$ cat config.mk
export PLATFORM = sky130hd
export DESIGN_NAME = sram_write_arbiter
export DESIGN_NICKNAME = d
export VERILOG_FILES = /design/src/rtl/sram_write_arbiter.sv
export SDC_FILE = /design/constraint.sdc
export NUM_CORES = 1
export LEC_CHECK = 0
export BUFFER_PORTS_ARGS = -buffer_cell sky130_fd_sc_hd__buf_4
export CORE_MARGIN = 4
export CORE_UTILIZATION = 45
export CTS_BUF_LIST = sky130_fd_sc_hd__clkbuf_16
export DETAILED_ROUTE_END_ITERATION = 10
export PLACE_DENSITY = 0.8
export SLEW_MARGIN = 10
export SYNTH_ARGS = -nofsm -noshare
export SYNTH_HDL_FRONTEND = slang
export SYNTH_SLANG_ARGS = --single-unit
$ cat constraint.sdc
create_clock -name clock -period 2.7 [get_ports clock]
set_clock_uncertainty 0.05 [all_clocks]
set_input_delay 0.54 -clock clock [delete_from_list [all_inputs] [get_ports clock]]
set_output_delay 0.54 -clock clock [all_outputs]
set_load 0.02 [all_outputs]
$ cat src/rtl/sram_write_arbiter.sv
// Round-robin arbiter that merges two ready/valid SRAM write streams into one
// registered write port, granting bursts of up to MaxBurst words per owner.
module sram_write_arbiter #(
  parameter int unsigned MaxBurst = 16,
  parameter int unsigned Width    = 54
) (
  input  logic             clock,
  input  logic             reset,
  input  logic             w0_din_valid,
  input  logic [Width-1:0] w0_din,
  output logic             w0_din_ready,
  input  logic             w1_din_valid,
  input  logic [Width-1:0] w1_din,
  output logic             w1_din_ready,
  output logic             dout_valid,
  output logic [Width-1:0] dout,
  input  logic             dout_ready,
  output logic [1:0]       grant,
  output logic             busy
);

  typedef enum logic [1:0] {
    IDLE   = 2'b00,
    GRANT0 = 2'b01,
    GRANT1 = 2'b10
  } state_e;

  localparam logic [7:0] LastCnt = 8'(MaxBurst - 1);

  state_e             state_q, state_d;
  logic               last_q, last_d;
  logic [7:0]         burst_cnt_q, burst_cnt_d;
  logic               dout_valid_q, dout_valid_d;
  logic [Width-1:0]   dout_q, dout_d;

  logic               slot_free;
  logic               accept0, accept1;
  logic               own_valid, other_valid;
  state_e             other_state;
  logic               other_idx;

  assign slot_free    = ~dout_valid_q | dout_ready;
  assign w0_din_ready = (state_q == GRANT0) & slot_free;
  assign w1_din_ready = (state_q == GRANT1) & slot_free;
  assign accept0      = w0_din_valid & w0_din_ready;
  assign accept1      = w1_din_valid & w1_din_ready;

  // Owner-relative view so both grant states share one transition body.
  assign own_valid   = (state_q == GRANT1) ? w1_din_valid : w0_din_valid;
  assign other_valid = (state_q == GRANT1) ? w0_din_valid : w1_din_valid;
  assign other_state = (state_q == GRANT1) ? GRANT0 : GRANT1;
  assign other_idx   = (state_q == GRANT1) ? 1'b0 : 1'b1;

  // NOTE: every variable gets its hold value before any branch; a path that
  // leaves one unassigned would infer a latch instead of combinational logic.
  always_comb begin
    state_d      = state_q;
    last_d       = last_q;
    burst_cnt_d  = burst_cnt_q;
    dout_valid_d = dout_valid_q;
    dout_d       = dout_q;

    if (accept0) begin
      dout_d       = w0_din;
      dout_valid_d = 1'b1;
    end else if (accept1) begin
      dout_d       = w1_din;
      dout_valid_d = 1'b1;
    end else if (dout_valid_q && dout_ready) begin
      dout_valid_d = 1'b0;
    end

    unique case (state_q)
      IDLE: begin
        // last_q = 1 means requester 0 is next in line on a tie.
        if (w0_din_valid && (!w1_din_valid || last_q)) begin
          state_d     = GRANT0;
          last_d      = 1'b0;
          burst_cnt_d = '0;
        end else if (w1_din_valid) begin
          state_d     = GRANT1;
          last_d      = 1'b1;
          burst_cnt_d = '0;
        end
      end
      GRANT0, GRANT1: begin
        if (!own_valid) begin
          if (other_valid) begin
            state_d     = other_state;
            last_d      = other_idx;
            burst_cnt_d = '0;
          end else begin
            state_d = IDLE;
          end
        end else if (slot_free) begin
          if (burst_cnt_q == LastCnt) begin
            // Owner is still valid here, so without a rival it simply re-enters.
            burst_cnt_d = '0;
            if (other_valid) begin
              state_d = other_state;
              last_d  = other_idx;
            end
          end else begin
            burst_cnt_d = burst_cnt_q + 8'd1;
          end
        end
      end
      default: state_d = IDLE;
    endcase
  end

  // NOTE: state registers use non-blocking assignments so every flop samples
  // the pre-edge values, independent of statement order.
  always_ff @(posedge clock) begin
    if (reset) begin
      state_q      <= IDLE;
      last_q       <= 1'b1;
      burst_cnt_q  <= '0;
      dout_valid_q <= 1'b0;
      dout_q       <= '0;
    end else begin
      state_q      <= state_d;
      last_q       <= last_d;
      burst_cnt_q  <= burst_cnt_d;
      dout_valid_q <= dout_valid_d;
      dout_q       <= dout_d;
    end
  end

  assign dout_valid = dout_valid_q;
  assign dout       = dout_q;
  assign grant      = {state_q == GRANT1, state_q == GRANT0};
  assign busy       = (state_q != IDLE) | dout_valid_q;

endmodule
Yosys cells after proc, flatten, opt, wreduce, memory -nomap -nowiden
Cells that the tools add are included.
{"block": "word_totals", "memories": 0, "regBits": 66, "latchBits": 0, "inputBits": 113, "rom_bits": 0, "ramBits": 0}
{"block": "op_classes", "magnitude_cmp": 0, "reduce_logical": 13, "n_div": 0, "mul": 0, "n_mux": 31, "addsub": 1, "n_shift": 0, "eq_ne": 8, "n_bitwise": 7}
{"cell": "$mux 54", "count": 2}
{"cell": "$mux 8", "count": 6}
{"cell": "$mux 2", "count": 8}
{"cell": "$pmux 8 s2", "count": 1}
{"cell": "$ne 3x3->1 const B", "count": 5}
{"cell": "$mux 1", "count": 12}
{"cell": "$reduce_and 4->1", "count": 3}
{"cell": "$add 8x1->8 const B", "count": 1}
{"cell": "$eq 8x4->1 const B", "count": 1}
{"cell": "$reduce_bool 2->1", "count": 3}
{"cell": "$and 1x1->1", "count": 4}
{"cell": "$pmux 2 s2", "count": 1}
{"cell": "$reduce_bool 3->1", "count": 1}
{"cell": "$eq 2x1->1 const B", "count": 1}
{"cell": "$eq 2x2->1 const B", "count": 1}
{"cell": "$logic_and 1x1->1", "count": 2}
{"cell": "$logic_not 2->1", "count": 1}
{"cell": "$or 1x1->1", "count": 2}
{"cell": "$pmux 1 s2", "count": 1}
{"cell": "$reduce_or 2->1", "count": 1}
{"cell": "$logic_not 1->1", "count": 1}
{"cell": "$logic_or 1x1->1", "count": 1}
{"cell": "$not 1->1", "count": 1}

Depth between registers and ports, before layout
{"block": "logic_depth", "word_depth": 7, "ltp_mapped": 8, "mapped_depth_nobuf": 6}

Least setup slack after synthesis
OpenSTA, ideal clock, no wires.
{"block": "synth_path", "kind": "reg2reg", "startpoint": "register state_q[0]", "endpoint": "register burst_cnt_q[5]", "n_path_buf": 1, "required_ps": 2580, "period_less_slack_ps": 2174, "slack_ps": 526, "t_arrival_ps": 2054, "stages_incl_launch_ff": 8, "path_cell_list": "dfxtp_1 > inv_1 > ha_1 > buf_6 > mux2_4 > a31o_4 > or4_1 > a21oi_1"}
{"block": "synth_between", "elab_chain_cells": 4, "word_cells_on_any_way": 13}
{"element": "from (decl)", "line_no": "30", "source": "state_e state_q, state_d;"}
{"element": "from (signal assigned)", "line_no": "122", "source": "state_q <= state_d;"}
{"element": "$eq 2x2->1 (*)"}
{"element": "net grant[1]", "line_no": "18", "source": "output logic [1:0] grant,"}
{"element": "$mux 1, or another cell as far along", "line_no": "49", "source": "assign own_valid = (state_q == GRANT1) ? w1_din_valid : w0_din_valid;"}
{"element": "$ne 3x3->1 (no line), or another cell as far along"}
{"element": "$reduce_and 4->1 (no line) / $pmux 8 s2 (equally long branches)"}
{"element": "to (signal assigned)", "line_no": "124", "source": "burst_cnt_q <= burst_cnt_d;"}
{"element": "to (decl)", "line_no": "32", "source": "logic [7:0] burst_cnt_q, burst_cnt_d;"}
The timed path passes the listed nets; every way through them passes the cells marked *.
A chain may end at the register's enable or synchronous reset.

Worst setup path after layout
{"block": "layout_path", "startpoint": "register state_q[0]", "endpoint": "register burst_cnt_q[5]"}
{"block": "layout_between", "elab_chain_cells": 4, "word_cells_on_any_way": 13}
{"element": "$eq 2x2->1 / $eq 2x1->1 (equally long branches)", "line_no": "49, 50, 73"}
{"element": "$mux 1, or another cell as far along", "line_no": "49"}
{"element": "$ne 3x3->1 (no line), or another cell as far along"}
{"element": "$reduce_and 4->1 (no line) / $pmux 8 s2 (equally long branches)"}
Several ways; a longest one is shown, not always the timed one.

==> results.md <==
* Result of the run: finished, final reports clean
* Routed vias/inst at 5.27
* Clock sink total at 66
* Non-Filler Cell Area, Final at 4890 µm²
* Placed instance area at 4570 µm²
* Floorplan row count at 30
* Post-cts resize count at 0
* Final-report hold violation count at 0
* Pwr Density at 923 nW/µm²
* Setup repair after global routing missed its margin: no
* Startpoint of the worst register-to-register path: state_q[0]
* Max-cap violations at 0
* Starting DRT DRC Count at 84
* First-pass GRT wire length at 15100 µm
* Total of buffers placed on input and output ports at 172
* Buffer type at the clock tree root: sky130_fd_sc_hd__clkbuf_16
* Number of buffers created by CTS at 9
* Final layout net count at 625
* Syn Nets at 467
* Maximum VDD drop at 0.420 mV
* Most instantiated cells after synthesis: sky130_fd_sc_hd__dfxtp_1, sky130_fd_sc_hd__nor2_1, sky130_fd_sc_hd__mux2i_1
* Die Footprint at 8550 µm²
* Ports placed on the boundary at 173
* Unique masters post-synth at 38
* Largest net degree at the start of global routing at 110
* CP Capture Type: flip-flop
* Critical path origin: state_q[0]
* CTS tree: done
* Global-route congestion overflow total at 0
* Setup crit end: burst_cnt_q[5]
* Maximum fanout encountered on the critical timing path at 15
* Layout cell share with drive strength beyond 1 at 38.4%
* Type of origin of the critical path: flip-flop
* Number of routed nets with antenna violations at 0
* Final-report max-slew violation count at 0
* Final min period at 2.31 ns
* Flop2flop setup slack at 0.39 ns
* Final weighted congestion in routability-driven placement at 0.864
* Tightest slew margin relative to the limit at 66.2%
* Diodes inserted at 0
* Total setup buffers inserted after CTS at 0
* Longest Clk Path Bufs at 2
* Count of mapped cells out of synthesis at 348
* Via count of the first global-routing pass at 3192
* Async set or reset register ratio after synthesis at 0%
* Min setup slack post-route at 0.390 ns
* Leakage power at 2.47 nW
* Die height at 92.5 µm
* CP Data Arrival Time at 2.51 ns
* Hold buffers post-CTS at 0
* Path category of the worst min-delay check: flip-flop to flip-flop
* FF+latch count, synth at 66
* First-pass iteration count of the detailed router at 4
* Critical path start-end classification: flip-flop to flip-flop
* Worst Reg2Reg Path Length in Cells at 6
* Synth top area share at 41.2%
* Netlist area before placement at 3210 µm²
* Number of levels in the clock H-tree at 3
* Total vias in the final route at 3201
* Number of DRC violations after detailed routing at 0
* Number of synthesized flops with an enable pin at 0
* Area growth, synth to finish at 52.3%
* Most used DFF post-synth: sky130_fd_sc_hd__dfxtp_1
* Period utilization at 85.5%
* Leading cell type by number of instances after synthesis: sky130_fd_sc_hd__dfxtp_1
* Cell type with the largest total area after synthesis: sky130_fd_sc_hd__dfxtp_1
* Starting utilization of the core area at 46.7%
* Worst EP required at 2.90 ns
* Post-layout power at 4.51 mW
* Yosys warning count at 0
* Finish-stage setup viols at 0
* Aggregate global-route resource usage at 21.9%
* Actual transition at the worst max-transition pin at 0.499 ns
* Antenna violations before repair at 0
* Clock Latency Late Sink at 0.32 ns
* Horizontal die dimension at 92.5 µm
* Aggregate routed wire length at 9360 µm
* Total half-perimeter wirelength after legalization and detailed placement at 6840 µm
* WL per Instance at 15.4 µm
* Largest cells by area after synthesis: sky130_fd_sc_hd__dfxtp_1, sky130_fd_sc_hd__mux2i_1, sky130_fd_sc_hd__a211oi_1, sky130_fd_sc_hd__nor2_1, sky130_fd_sc_hd__clkbuf_1
* Peak clock frequency supported by timing at 433 MHz
* Sum of negative setup slack at 0 ns
* Clock transition at path regs at 0.06 ns
* Synthesized area per cell at 9.23 µm²
* Setup Slack @ Placement at 0.442 ns
* Core Area at 6870 µm²
* Fraction of the yosys area taken by sequential cells at 41.2%
* Critical R2R Capture: burst_cnt_q[5]
==> worst min path at each step <==
stage	startpoint	end	slack [ns]	cells past startpoint
2_1_floorplan	burst_cnt_q[7]	burst_cnt_q[7]	0.40	2
3_3_place_gp	burst_cnt_q[7]	burst_cnt_q[7]	0.41	2
3_5_place_dp	burst_cnt_q[7]	burst_cnt_q[7]	0.41	2
4_1_cts	burst_cnt_q[7]	burst_cnt_q[7]	0.43	2
5_1_grt	w0_din[15]	dout[15]	0.45	3
6_report	burst_cnt_q[1]	burst_cnt_q[1]	0.43	2
==> logic make-up after synthesis <==
| logic type | synth area share (%) |
|---|---|
| AOI/OAI and AO/OA | 19.5 |
| DFF | 41.2 |
| buffers and inverters | 4.95 |
| muxes | 18.2 |
| adders and majority gates | 2.34 |
| and+or+nand+nor | 13.6 |
| xor gates and xnor gates | 0.273 |
==> cells in the final DEF (no fill, tap or decap), drive strengths merged, types with 2 or more instances in the layout <==
cell type and count:
clkbuf 9, o31ai 3, nor2b 2, nand2b 4, buf 177, nor3 2
nand3 5, a211oi 54, nor2 59, a21oi 9, clkinvlp 2, and2 3
clkinv 2, a31oi 3, a311oi 2, ha 6, o21ai 5, dfxtp 66
bufinv 2, or4 6, nand2 7, o22ai 2, or3 2, mux2i 57
inv 7
==> critical path: stages, from the launching register on <==
cell and delay (ns):
sky130_fd_sc_hd__dfxtp_1 0.33, sky130_fd_sc_hd__inv_1 0.12, sky130_fd_sc_hd__ha_1 0.39, sky130_fd_sc_hd__mux2_4 0.37
sky130_fd_sc_hd__a31o_4 0.30, sky130_fd_sc_hd__or4_1 0.51, sky130_fd_sc_hd__a21oi_1 0.16
==> sequential cells by signal (all words and copies together) (netlist names) <==
name	count
dout	54
burst_cnt_q	8
state_q	2
dout_valid	1
last_q	1
==> layer usage <==
| layer | vias to the layer above | wire length (µm) | global-route usage [%] |
|---|---|---|---|
| li1 | 1602 | - | - |
| met1 | 1479 | 3800 | 26.2 |
| met2 | 104 | 4740 | 37.2 |
| met3 | 16 | 579 | 4.79 |
| met4 | 0 | 236 | 10.6 |
| met5 | - | 0 | 0 |
==> power by group <==
group	switching, mW	leakage (nW)	internal, mW
logic	1.03	1.78	0.868
clock network	0.438	0.149	0.806
registers	0.146	0.538	1.23
==> stage by stage <==
stage	util, %	hold WS, ns	cells
final	71.2	0.426	607
after detailed placement	66.6	0.413	591
after global routing	71.2	0.452	607
after floorplan	-	0.397	348
after global placement	66.6	0.411	591
after CTS	71.2	0.428	607
==> cell type report <==
cell class              count  area (µm²)
clock inverters             7        92.6
inverters                   6        22.5
well taps                  96         120
multi-input cells         246        1760
flip-flops and latches     66        1320
fillers                   561        1980
clock buffers               9         225
repair buffers            177        1350
Note: power is estimated with default switching activity, not from simulation.
